==> src/rtl/branch_resolve_unit_if.sv <==
// branch_resolve_unit_if: ID-stage branch resolver bus (operands, hazard info, resolution outputs)
interface branch_resolve_unit_if #(parameter int DW = 32, parameter int CW = 16);
    logic          branch;
    logic [2:0]    br_op;
    logic [1:0]    forward_a1;
    logic [1:0]    forward_b1;
    logic [DW-1:0] rf_rd_data1;
    logic [DW-1:0] rf_rd_data2;
    logic [DW-1:0] ex_alu_res;
    logic [DW-1:0] wb_wr_data;
    logic [4:0]    rf_re_sel1;
    logic [4:0]    rf_re_sel2;
    logic          ex_mem_read;
    logic [4:0]    ex_rf_we_sel;
    logic          mem_mem_read;
    logic [4:0]    mem_rf_we_sel;
    logic [DW-1:0] pc_plus4;
    logic [DW-1:0] sign_imm;
    logic          stall;
    logic          br_taken;
    logic [DW-1:0] br_target;
    logic          flush_if;
    logic [CW-1:0] br_cnt;
    logic [CW-1:0] br_taken_cnt;
    logic [CW-1:0] stall_cnt;

    modport master (
        output branch, br_op, forward_a1, forward_b1, rf_rd_data1, rf_rd_data2, ex_alu_res,
               wb_wr_data, rf_re_sel1, rf_re_sel2, ex_mem_read, ex_rf_we_sel, mem_mem_read,
               mem_rf_we_sel, pc_plus4, sign_imm,
        input  stall, br_taken, br_target, flush_if, br_cnt, br_taken_cnt, stall_cnt
    );

    modport slave (
        input  branch, br_op, forward_a1, forward_b1, rf_rd_data1, rf_rd_data2, ex_alu_res,
               wb_wr_data, rf_re_sel1, rf_re_sel2, ex_mem_read, ex_rf_we_sel, mem_mem_read,
               mem_rf_we_sel, pc_plus4, sign_imm,
        output stall, br_taken, br_target, flush_if, br_cnt, br_taken_cnt, stall_cnt
    );
endinterface

==> src/rtl/branch_resolve_unit.sv <==
// branch_resolve_unit: ID-stage branch resolver with forwarding mux, load-use stall FSM and perf counters
module branch_resolve_unit #(
    parameter int DW = 32,
    parameter int CW = 16
) (
    input logic clk_i,
    input logic rst_i,
    branch_resolve_unit_if.slave bus
);
    typedef enum logic {IDLE, HOLD} state_e;

    state_e        state_q, state_d;
    logic [DW-1:0] op_a, op_b;
    logic          hz_ex, hz_mem, stall, res, cond, a_neg, a_zero;
    logic [CW-1:0] br_cnt_q, br_cnt_d, br_taken_cnt_q, br_taken_cnt_d, stall_cnt_q, stall_cnt_d;

    always_comb begin
        op_a = bus.forward_a1 == 2'b10 ? bus.ex_alu_res :
               bus.forward_a1 == 2'b01 ? bus.wb_wr_data : bus.rf_rd_data1;
        op_b = bus.forward_b1 == 2'b10 ? bus.ex_alu_res :
               bus.forward_b1 == 2'b01 ? bus.wb_wr_data : bus.rf_rd_data2;
    end

    assign hz_ex  = bus.branch & bus.ex_mem_read & (bus.ex_rf_we_sel != 5'd0) &
                    (bus.ex_rf_we_sel == bus.rf_re_sel1 | bus.ex_rf_we_sel == bus.rf_re_sel2);
    assign hz_mem = bus.branch & bus.mem_mem_read & (bus.mem_rf_we_sel != 5'd0) &
                    (bus.mem_rf_we_sel == bus.rf_re_sel1 | bus.mem_rf_we_sel == bus.rf_re_sel2);

    // An EX load needs two bubbles (HOLD supplies the second); a MEM load needs one.
    always_comb begin
        state_d = IDLE;
        stall   = 1'b0;
        if (state_q == HOLD) begin
            stall = 1'b1;
        end else if (hz_ex) begin
            stall   = 1'b1;
            state_d = HOLD;
        end else if (hz_mem) begin
            stall = 1'b1;
        end
    end

    assign a_neg  = op_a[DW-1];
    assign a_zero = op_a == '0;

    always_comb begin
        cond = bus.br_op == 3'b000 ? op_a == op_b :
               bus.br_op == 3'b001 ? op_a != op_b :
               bus.br_op == 3'b010 ? a_neg | a_zero :
               bus.br_op == 3'b011 ? ~a_neg & ~a_zero :
               bus.br_op == 3'b100 ? a_neg :
               bus.br_op == 3'b101 ? ~a_neg : 1'b0;
    end

    assign res           = bus.branch & ~stall;
    assign bus.stall     = stall;
    assign bus.br_taken  = res & cond;
    assign bus.flush_if  = res & cond;
    assign bus.br_target = bus.pc_plus4 + {bus.sign_imm[DW-3:0], 2'b00};

    always_comb begin
        br_cnt_d       = br_cnt_q + CW'(res & ~&br_cnt_q);
        br_taken_cnt_d = br_taken_cnt_q + CW'(res & cond & ~&br_taken_cnt_q);
        stall_cnt_d    = stall_cnt_q + CW'(stall & ~&stall_cnt_q);
    end

    always_ff @(posedge clk_i) begin
        if (rst_i) begin
            state_q        <= IDLE;
            br_cnt_q       <= '0;
            br_taken_cnt_q <= '0;
            stall_cnt_q    <= '0;
        end else begin
            state_q        <= state_d;
            br_cnt_q       <= br_cnt_d;
            br_taken_cnt_q <= br_taken_cnt_d;
            stall_cnt_q    <= stall_cnt_d;
        end
    end

    assign bus.br_cnt       = br_cnt_q;
    assign bus.br_taken_cnt = br_taken_cnt_q;
    assign bus.stall_cnt    = stall_cnt_q;
endmodule

==> src/flat_wrapper.sv <==
// flat-port wrapper written by rule: the top's interface ports become plain ports
module branch_resolve_unit_flat 
#(
    parameter int DW = 32,
    parameter int CW = 16
)
  (clk_i, rst_i, bus_branch, bus_br_op, bus_forward_a1, bus_forward_b1, bus_rf_rd_data1, bus_rf_rd_data2, bus_ex_alu_res, bus_wb_wr_data, bus_rf_re_sel1, bus_rf_re_sel2, bus_ex_mem_read, bus_ex_rf_we_sel, bus_mem_mem_read, bus_mem_rf_we_sel, bus_pc_plus4, bus_sign_imm, bus_stall, bus_br_taken, bus_br_target, bus_flush_if, bus_br_cnt, bus_br_taken_cnt, bus_stall_cnt);
  branch_resolve_unit_if #(.DW(DW), .CW(CW)) bus_i ();
  input logic clk_i;
  input logic rst_i;
  input wire logic [$bits(bus_i.branch)-1:0] bus_branch;
  input wire logic [$bits(bus_i.br_op)-1:0] bus_br_op;
  input wire logic [$bits(bus_i.forward_a1)-1:0] bus_forward_a1;
  input wire logic [$bits(bus_i.forward_b1)-1:0] bus_forward_b1;
  input wire logic [$bits(bus_i.rf_rd_data1)-1:0] bus_rf_rd_data1;
  input wire logic [$bits(bus_i.rf_rd_data2)-1:0] bus_rf_rd_data2;
  input wire logic [$bits(bus_i.ex_alu_res)-1:0] bus_ex_alu_res;
  input wire logic [$bits(bus_i.wb_wr_data)-1:0] bus_wb_wr_data;
  input wire logic [$bits(bus_i.rf_re_sel1)-1:0] bus_rf_re_sel1;
  input wire logic [$bits(bus_i.rf_re_sel2)-1:0] bus_rf_re_sel2;
  input wire logic [$bits(bus_i.ex_mem_read)-1:0] bus_ex_mem_read;
  input wire logic [$bits(bus_i.ex_rf_we_sel)-1:0] bus_ex_rf_we_sel;
  input wire logic [$bits(bus_i.mem_mem_read)-1:0] bus_mem_mem_read;
  input wire logic [$bits(bus_i.mem_rf_we_sel)-1:0] bus_mem_rf_we_sel;
  input wire logic [$bits(bus_i.pc_plus4)-1:0] bus_pc_plus4;
  input wire logic [$bits(bus_i.sign_imm)-1:0] bus_sign_imm;
  output wire logic [$bits(bus_i.stall)-1:0] bus_stall;
  output wire logic [$bits(bus_i.br_taken)-1:0] bus_br_taken;
  output wire logic [$bits(bus_i.br_target)-1:0] bus_br_target;
  output wire logic [$bits(bus_i.flush_if)-1:0] bus_flush_if;
  output wire logic [$bits(bus_i.br_cnt)-1:0] bus_br_cnt;
  output wire logic [$bits(bus_i.br_taken_cnt)-1:0] bus_br_taken_cnt;
  output wire logic [$bits(bus_i.stall_cnt)-1:0] bus_stall_cnt;
  assign bus_i.branch = bus_branch;
  assign bus_i.br_op = bus_br_op;
  assign bus_i.forward_a1 = bus_forward_a1;
  assign bus_i.forward_b1 = bus_forward_b1;
  assign bus_i.rf_rd_data1 = bus_rf_rd_data1;
  assign bus_i.rf_rd_data2 = bus_rf_rd_data2;
  assign bus_i.ex_alu_res = bus_ex_alu_res;
  assign bus_i.wb_wr_data = bus_wb_wr_data;
  assign bus_i.rf_re_sel1 = bus_rf_re_sel1;
  assign bus_i.rf_re_sel2 = bus_rf_re_sel2;
  assign bus_i.ex_mem_read = bus_ex_mem_read;
  assign bus_i.ex_rf_we_sel = bus_ex_rf_we_sel;
  assign bus_i.mem_mem_read = bus_mem_mem_read;
  assign bus_i.mem_rf_we_sel = bus_mem_rf_we_sel;
  assign bus_i.pc_plus4 = bus_pc_plus4;
  assign bus_i.sign_imm = bus_sign_imm;
  assign bus_stall = bus_i.stall;
  assign bus_br_taken = bus_i.br_taken;
  assign bus_br_target = bus_i.br_target;
  assign bus_flush_if = bus_i.flush_if;
  assign bus_br_cnt = bus_i.br_cnt;
  assign bus_br_taken_cnt = bus_i.br_taken_cnt;
  assign bus_stall_cnt = bus_i.stall_cnt;
  branch_resolve_unit #(.DW(DW), .CW(CW)) u_core (.clk_i(clk_i), .rst_i(rst_i), .bus(bus_i));
endmodule
==> config.mk <==
export PLATFORM = sky130hd
export DESIGN_NAME = branch_resolve_unit_flat
export DESIGN_NICKNAME = d
export VERILOG_FILES = /design/src/rtl/branch_resolve_unit_if.sv /design/src/rtl/branch_resolve_unit.sv /design/src/flat_wrapper.sv
export SDC_FILE = /design/constraint.sdc
export NUM_CORES = 1
export LEC_CHECK = 0
export BUFFER_PORTS_ARGS = -buffer_cell sky130_fd_sc_hd__buf_2
export CORE_MARGIN = 2
export CORE_UTILIZATION = 45
export CTS_CLUSTER_SIZE = 10
export DETAILED_ROUTE_END_ITERATION = 12
export HOLD_SLACK_MARGIN = 0.06
export PLACE_DENSITY = 0.78
export SKIP_CTS_REPAIR_TIMING = 1
export SLEW_MARGIN = 25
export SYNTH_ARGS = -nofsm -noshare
export SYNTH_HDL_FRONTEND = slang
export SYNTH_SLANG_ARGS = --single-unit
==> constraint.sdc <==
create_clock -name clk_i -period 5.01 [get_ports clk_i]
set_input_delay 0.7515 -clock clk_i [delete_from_list [all_inputs] [get_ports clk_i]]
set_output_delay 0.7515 -clock clk_i [all_outputs]
set_load 0.01 [all_outputs]
Word-level counts from Yosys, hierarchy flattened
Index checks and enable logic that the tools add are counted.
Widths: inputs -> output; s select.
{ "classes": {"n_addsub": 4, "eq_ne": 15, "n_mux": 14, "bitwise_logic": 19, "reduce_logical": 11} }
{ "ops": {"columns": ["operator", "count"], "rows": [
  ["$mux 32", 4],
  ["$add 16x16->16", 3],
  ["$reduce_and 16->1", 3],
  ["$add 32x32->32", 1],
  ["$eq 32x32->1", 1],
  ["$logic_not 32->1", 1],
  ["$ne 32x32->1", 1],
  ["$eq 5x5->1", 4],
  ["$and 16x1->16", 1],
  ["$and 1x1->1", 12],
  ["$mux 1", 10],
  ["$reduce_bool 5->1", 2],
  ["$eq 3x2->1 const B", 2],
  ["$eq 3x3->1 const B", 2],
  ["$eq 2x1->1 const B", 2],
  ["$eq 2x2->1 const B", 2],
  ["$eq 3x1->1 const B", 1],
  ["$logic_not 1->1", 3],
  ["$logic_not 3->1", 1],
  ["$not 1->1", 3],
  ["$or 1x1->1", 3],
  ["$reduce_or 2->1", 1]
]} }
{ "word_totals": {"reg_bits": 49, "out_inout_bits": 83, "wordCells": 67} }

Depth between registers and ports, before layout
Gate-level depths: netlist of the first run.
{ "depth": {"ltp_word": 13, "depth_mapped": 17} }

Worst setup path after synthesis of the first run
No wires, ideal clock.
{ "synth_path": {"kind": "in2out", "startpoint": "input port bus_sign_imm[0]", "endpoint": "output port bus_br_target[28]", "arrival_ns": 2.881, "path_slack_ns": 1.378, "cell_stages": 11, "path_buffers": 0, "cell_sequence": "ha_1 inv_1 fa_1 nand2b_1 a211oi_2 o2111ai_2 a21oi_1 nor3_1 o41ai_1 a21oi_1 xnor2_1"} }
{ "synth_between": {"elab_chain_cells": 1} }
{ "synth_rtl": {"columns": ["item", "line_no", "source"], "rows": [
  ["from (decl)", "flat_wrapper.sv:26", "input wire logic [$bits(bus_i.sign_imm)-1:0] bus_sign_imm;"],
  ["$add 32x32->32", "branch_resolve_unit.sv:59", "assign bus.br_target = bus.pc_plus4 + {bus.sign_imm[DW-3:0], 2'b00};"],
  ["to (decl)", "flat_wrapper.sv:29", "output wire logic [$bits(bus_i.br_target)-1:0] bus_br_target;"]
]} }
Every way passes these cells.

Worst setup path in the final report of the first run
Same ends and word-level chain as after synthesis.

==> results.cfg, run 1 <==
[status]
status = completed

[yosys]
synth_cell_types = 53
synth_seq_cells = 49
netlist_instances = 755
yosysTopAreaCell = mux2i_1
ys.flop_type = dfxtp_1
synth-async-reset-ratio_pct = 0
netlist_area_um2 = 6400
synthTopCellsByArea = mux2i_1 (30%), dfxtp_1 (15%), xnor2_1 (9.2%)
synth_fp_nets = 1015
synth-warning-count = 0
synth_edf_count = 0
synth_seq_area_share_pct = 15.3
avgSynthCellArea_um2 = 8.48
yosys.area.top_type_share_pct = 30.2

[pwr]
powerDensity_nw_per_um2 = 180
p_total_mw = 1.47
leakage_nw = 4.15
vdd_drop_max_mv = 0.137

[grt]
antenna_found_initial = 3
grt_max_degree = 50
overflow = 0
track_usage_pct = 23.4
grt_pass1_vias = 6273
grt_pass1_wl_mm = 29.1

[sta]
finalCritPeriodShare_pct = 81.4
max_slew_margin_pct = 41.8
rsz0062_at_grt = no
slew_viol_final = 0
period_minus_slack_ps = 4080
skew_ps = 5.76
setup_tns_ps = 0
fmax_mhz = 245
worst-slew-pin-transition_ps = 872
setup_violations = 0
report.final.hold_viol_count = 0

[placed_design]
io_buffers = 300
gp_congestion = 0.866
dp_hpwl_mm = 16.1

[clock_tree]
cts_buffers = 5
cts_max_level = 2
ctsRootBufferMaster = clkbuf_16
cts_tree = done
clkLatencyLatePin_ps = 290
clockBufferDepth = 2
cts.sinks = 49
clkTransAtPathRegs_ps = 70

[worst_setup_path]
ff2ff_setup_slack_ps = 2390
start_kind = input pin
end_kind = primary output
regToRegStartpoint = u_core.bus.br_taken_cnt[7]
critPathKind = in -> out
worst-path-max-fanout = 3
rr_worst_depth = 12
worstPathRequired_ps = 4260
rr_endpoint = u_core.bus.br_taken_cnt[14]
cp_data_arrival_time_ps = 3330

[die]
core_area_um2 = 13900
die_area_um2 = 15200
floorplan.initialDensity_pct = 46.1
die_height_um = 123
rows = 43
ios = 307
dieWidth_um = 123

[worst_hold_path]
holdPathStages = 1
hold_start = u_core.state_q
hp-class = reg -> reg
min_to = u_core.state_q

[drt]
routed_wl_mm = 19.3
vias = 6720
wire_per_inst_um = 15.8
drtIter0Drc = 211
first_pass_iters = 6
route.detailed.drc = 0
route.antenna.remaining_nets = 0
viasPerCell = 5.50

[layout]
mostFrequentLayoutCells = buf_2 (298), mux2i_1 (193), xnor2_1 (67)
final_util_pct = 59.1
final_common_cell = buf_2
drive_gt1_share_pct = 31.3
syn_to_final_growth_pct = 28.0
final_nets = 1297

[flow_run]
max_cap_violations = 0
## worst max-delay path by stage
stage                                  from                          end
after floorplan             bus_sign_imm[0]            bus_br_target[28]
after global placement    bus_forward_a1[1]  u_core.bus.br_taken_cnt[14]
after detailed placement  bus_forward_a1[0]  u_core.bus.br_taken_cnt[14]
after CTS                   bus_sign_imm[0]            bus_br_target[28]
after global routing      bus_forward_a1[0]  u_core.bus.br_taken_cnt[14]
final                       bus_sign_imm[0]            bus_br_target[28]
## report_power, final
part           switching [mW]  internal (mW)  total, mW
registers             0.00493          0.393      0.398
logic                   0.361          0.328      0.689
clock network           0.148          0.236      0.385
total                   0.514          0.958       1.47
## routing by layer
layer,vias to the layer above,track usage (%),wire [µm]
met4,0,10.2,713
li1,3348,-,-
met3,51,5.49,1440
met2,243,41.8,9310
met1,3078,26.6,7800
met5,-,0,0
## kinds of logic after synthesis
| logic type | count (synthesis) | synth area share [%] |
|---|---|---|
| adder cells (fa/ha/maj) | 36 | 7.15 |
| XOR/XNOR | 111 | 15.2 |
| AND/OR/NAND/NOR | 210 | 16.9 |
| AO/OA/AOI/OAI | 110 | 11.0 |
| multiplexers | 193 | 30.2 |
| flip-flops | 49 | 15.3 |
| buffers and inverters | 46 | 4.30 |
## state kept, by name, summed over array words and instances (netlist names)
register and cells:
u_core.bus.br_taken_cnt 16, u_core.bus.stall_cnt 16, u_core.state_q 1, u_core.bus.br_cnt 16
## worst max-delay path: stages
cell and delay [ps]:
buf_2 80, ha_1 190, inv_1 70, fa_1 400
nand2b_1 200, a211oi_2 300, o2111ai_2 180, a21oi_1 230
nor3_1 100, o41ai_1 410, a21oi_1 130, xnor2_1 150
buf_2 150
## area by class of cell
| cell class | instances | area (µm²) |
|---|---|---|
| inverters | 12 | 45.0 |
| clock buffers | 5 | 125 |
| fillers | 1249 | 5680 |
| flip-flops and latches | 49 | 981 |
| multi-input cells | 660 | 5150 |
| well taps | 180 | 225 |
| clock inverters | 3 | 43.8 |
| repair buffers | 309 | 1620 |
| diodes | 3 | 7.51 |
## metrics by stage
step / hold slack, ps / cell area [µm²] / cells / setup WS, ps
6_report: 423 / 8200 / 1221 / 931
5_1_grt: 439 / 8200 / 1220 / 556
4_1_cts: 426 / 8190 / 1218 / 934
3_5_place_dp: 416 / 8020 / 1210 / 684
3_3_place_gp: 409 / 8020 / 1210 / 739
2_1_floorplan: 399 / 6400 / 755 / 1380
## synth_stat cells, types with 14 or more instances
library cell and n:
nand2_1 28, nand4_1 25, xor2_1 44, xnor2_1 67, nor3_1 14, a21oi_1 41
and3_1 14, nand3_1 23, mux2i_1 193, dfxtp_1 49, ha_1 35, nor2_1 57
or3_1 16, o21ai_0 21
Power figures use the tool's default switching activity.
==> run 2: changes to the inputs <==
clock period = 3.84 ns   (was 5.01 ns; I/O delays follow)
==> run 2 against run 1 <==
Core utilization grew 0.76 points. Critical path depth unchanged. Flip-flop and latch count did not move. Largest power group unchanged. Power increased by 29%. Count of clock-buffer cells in the layout did not move. Register-to-register slack worse by 1000 ps. Die area did not move.
==> results.cfg, run 2 (synthesis results as in run 1) <==
[pwr]
powerDensity_nw_per_um2 = 228
leakage_nw = 4.19
p_total_mw = 1.89
vdd_drop_max_mv = 0.179

[die]
die_area_um2 = 15200
core_area_um2 = 13900
rows = 43
dieWidth_um = 123
floorplan.initialDensity_pct = 46.1
die_height_um = 123
ios = 307

[drt]
wire_per_inst_um = 15.6
drtIter0Drc = 245
routed_wl_mm = 19.2
viasPerCell = 5.50
vias = 6747
route.antenna.remaining_nets = 0
route.detailed.drc = 0
first_pass_iters = 4

[worst_setup_path]
crit_buf_inv = 3
worst-path-max-fanout = 3
start_kind = input pin
rr_worst_depth = 10
worstPathRequired_ps = 3260
critical_path.cell_chain = buf_2, ha_1, inv_1, fa_1, nand2b_1, a211oi_2, o2111ai_2, a21oi_1, nor3_1, o41ai_2, a21oi_1, xnor2_1, buf_2
critPathKind = in -> out
cp_data_arrival_time_ps = 3120
rr_endpoint = u_core.bus.stall_cnt[14]
end_kind = primary output
regToRegStartpoint = u_core.bus.stall_cnt[11]
ff2ff_setup_slack_ps = 1370
slowest_stage = fa_1
cp_slowest_stage_delay_ps = 390
critPathTopFamily = compound AO/OA/AOI/OAI gates

[grt]
grt_pass1_vias = 6266
antenna_found_initial = 0
overflow = 0
track_usage_pct = 23.4
grt_pass1_wl_mm = 28.9
grt_max_degree = 50

[sta]
period_minus_slack_ps = 3690
skew_ps = 8.59
finalCritPeriodShare_pct = 96.2
report.final.hold_viol_count = 0
slew_viol_final = 0
fmax_mhz = 271
max_slew_margin_pct = 41.3
holdWs_ps = 429
worst-slew-pin-transition_ps = 881
setup_violations = 0

[layout]
n_fill_cell = 1303
layoutNonFillerInstCount = 1226
n_antenna_cell = 0
drive_gt1_share_pct = 32.5
final_common_cell = buf_2
final_nets = 1305
syn_to_final_growth_pct = 29.7
mostFrequentLayoutCells = buf_2 (298), mux2i_1 (193), xnor2_1 (67)

[clock_tree]
cts_buffers = 5
clkLatencyLatePin_ps = 290
clkTransAtPathRegs_ps = 70
cts_max_level = 2
cts_tree = done
clockBufferDepth = 2
cts.sinks = 49
ctsRootBufferMaster = clkbuf_16

[placed_design]
gp_congestion = 0.880
dp_hpwl_mm = 16.1
io_buffers = 300
dp.cells = 1218

[worst_hold_path]
hp-class = reg -> reg
holdPathStages = 1
hold_start = u_core.state_q
min_to = u_core.state_q

[status]
status = completed

[flow_run]
max_cap_violations = 0
run 2: cell count changes in the layout (fill, tap and decap cells not counted), sizes merged:
cell	delta
buf	+8
bufinv	-1
inv	+2
diode	-3
clkinv	-1
run 2: per-stage QoR:
stage	area, µm²	worst slack, ps	util (%)	setup TNS, ps
final	8310	148	59.8	0
after CTS	8260	109	59.5	0
after global placement	8110	-114	58.4	-572
after detailed placement	8110	-135	58.4	-848
after floorplan	6400	444	-	0
after global routing	8310	-1.15	59.8	-1.15
run 2: area by class of cell:
class	instances	area [µm²]	area share, %
inverters	12	45.0	0.542
clock inverters	3	26.3	0.316
multi-input cells	660	5190	62.5
repair buffers	317	1710	20.6
flip-flops and latches	49	981	11.8
clock buffers	5	125	1.51
well taps	180	225	2.71
run 2: power breakdown:
group	switching, mW	total [mW]	internal (mW)	leakage, nW
Combinational	0.479	0.918	0.438	3.72
Sequential	0.00593	0.519	0.513	0.395
Clock	0.207	0.455	0.249	0.0752
Total	0.692	1.89	1.20	4.19
run 2: metal layers:
metal	routed length, µm	track usage [%]
met5	0	0
met1	7900	27.7
met3	1400	4.52
met2	9410	42.5
met4	466	6.96
run 2: how the worst max path moves through the flow:
stage | start | to | slack [ps] | cells past startpoint
after floorplan | bus_forward_a1[0] | u_core.bus.br_taken_cnt[11] | 440 | 16
after global placement | bus_forward_a1[0] | u_core.bus.br_taken_cnt[14] | -110 | 18
after detailed placement | bus_forward_a1[0] | u_core.bus.br_taken_cnt[14] | -130 | 18
after CTS | bus_sign_imm[0] | bus_br_target[28] | 110 | 13
after global routing | bus_sign_imm[0] | bus_br_target[28] | -1 | 13
final | bus_sign_imm[0] | bus_br_target[28] | 150 | 13
==> run 3: changes to the inputs <==
CORE_UTILIZATION = 48   (was 45)
PLACE_DENSITY = 0.83   (was 0.78)
==> run 3 against run 2 <==
Count of clock-buffer cells in the layout rose by 2. Critical path type unchanged. First-iteration DRC count grew 33%. Core utilization increased by 3.7 points. Sequential share of layout area down 0.064 points. Sequential power is essentially flat. Global-route usage rose by 1.7 points. Die area decreased by 6.0%. Highest routed layer unchanged. Clock skew fell by 2.7 ps. Combinational power increased by 2.5%.
==> results.cfg, run 3 (synthesis results as in run 1) <==
[sta]
report.final.hold_viol_count = 0
setup_violations = 0
worst-slew-pin-transition_ps = 858
rsz0062_at_grt = no
max_slew_margin_pct = 42.8
setup_ws_ps = 212
holdWs_ps = 423
period_minus_slack_ps = 3630
fmax_mhz = 276
slew_viol_final = 0
skew_ps = 5.87
finalCritPeriodShare_pct = 94.5

[drt]
met2_length_mm = 9.69
wire_per_inst_um = 15.9
wl_met1_mm = 8.04
route.detailed.drc = 0
routed.top_layer = met4
drtIter0Drc = 326
routed_wl_mm = 19.6
viasPerCell = 5.61
vias = 6917
met3_length_mm = 1.26
route.antenna.remaining_nets = 0
first_pass_iters = 5

[die]
floorplan.initialDensity_pct = 48.8
dieWidth_um = 120
ios = 307
core_area_um2 = 13100
die_area_um2 = 14300
die_height_um = 120
rows = 42

[placed_design]
io_buffers = 300
gp_congestion = 0.908
dp_hpwl_mm = 16.1
place_ws_ps = -4.46

[pwr]
leakage_nw = 4.22
powerDensity_nw_per_um2 = 225
vdd_drop_max_mv = 0.181

[worst_setup_path]
worstPathRequired_ps = 3260
start_kind = input pin
cp_data_arrival_time_ps = 3050
worst-path-max-fanout = 3
regToRegStartpoint = u_core.bus.stall_cnt[11]
cp-startpoint = bus_sign_imm[0]
end_kind = primary output
critPathKind = in -> out

[clock_tree]
ctsRootBufferMaster = clkbuf_16
cts_tree = done
clkTransAtPathRegs_ps = 60
clockBufferDepth = 2
clkLatencyLatePin_ps = 280
cts_buffers = 5
cts_max_level = 2
cts.sinks = 49

[grt]
grt_max_degree = 50
track_usage_pct = 25.2
grt_pass1_wl_mm = 30.2
overflow = 0
grt_pass1_vias = 6527
antenna_found_initial = 1

[flow_run]
max_cap_violations = 0

[layout]
multi_input_area_um2 = 5180
syn_to_final_growth_pct = 30.4
final_nets = 1314
ff_latch_area_um2 = 981
n_fill_cell = 1144
drive_gt1_share_pct = 32.8
mostFrequentLayoutCells = buf_2 (298), mux2i_1 (193), xnor2_1 (67)
final_common_cell = buf_2

[worst_hold_path]
hold_start = u_core.state_q
hp-class = reg -> reg

[status]
status = completed
## run 3: cell type report
| type | count | area share, % |
|---|---|---|
| tap | 176 | 2.64 |
| timing repair buffer | 326 | 21.3 |
| sequential | 49 | 11.7 |
| multi-input combinational | 660 | 62.0 |
| antenna | 1 | 0.0300 |
| clock inverter | 1 | 0.0899 |
| clock buffer | 7 | 1.59 |
| inverter | 12 | 0.539 |
## run 3: metrics by stage
step	cell area (µm²)	cells	TNS (ps)	utilization, %	power, mW
6_report	8350	1232	0	63.6	1.88
4_1_cts	8290	1230	0	63.1	1.87
2_1_floorplan	6400	755	0	-	1.12
3_5_place_dp	8150	1222	-4.88	62.0	1.45
5_1_grt	8350	1232	0	63.6	1.99
3_3_place_gp	8150	1222	0	62.0	1.43
## run 3: power breakdown
group	switching [mW]	total, mW	internal [mW]
sequential	0.00618	0.520	0.514
clock	0.177	0.419	0.242
combinational	0.496	0.941	0.445
total	0.678	1.88	1.20
## run 3: path summary, 6_finish.rpt
path                            slack (ps)                       end  cells past startpoint
worst max-delay path                   210         bus_br_target[30]                     13
worst min-delay path                   420            u_core.state_q                      1
worst max register to register        1340  u_core.bus.stall_cnt[14]                     10
worst min register to register         420            u_core.state_q                      1
## run 3: worst max-delay path, stage by stage
cell and delay [ps]:
buf_2 80, ha_1 200, inv_1 70, fa_1 400, nand2b_1 190, a211oi_2 330
o2111ai_2 200, a21oi_2 190, o31a_1 190, o221ai_2 140, o21ai_1 180, xor2_1 140
buf_2 150
## run 3: layer usage
metal	track usage, %	vias up
met1	29.9	3187
met3	3.42	59
met4	8.31	0
met5	0	-
li1	-	3380
met2	46.3	291
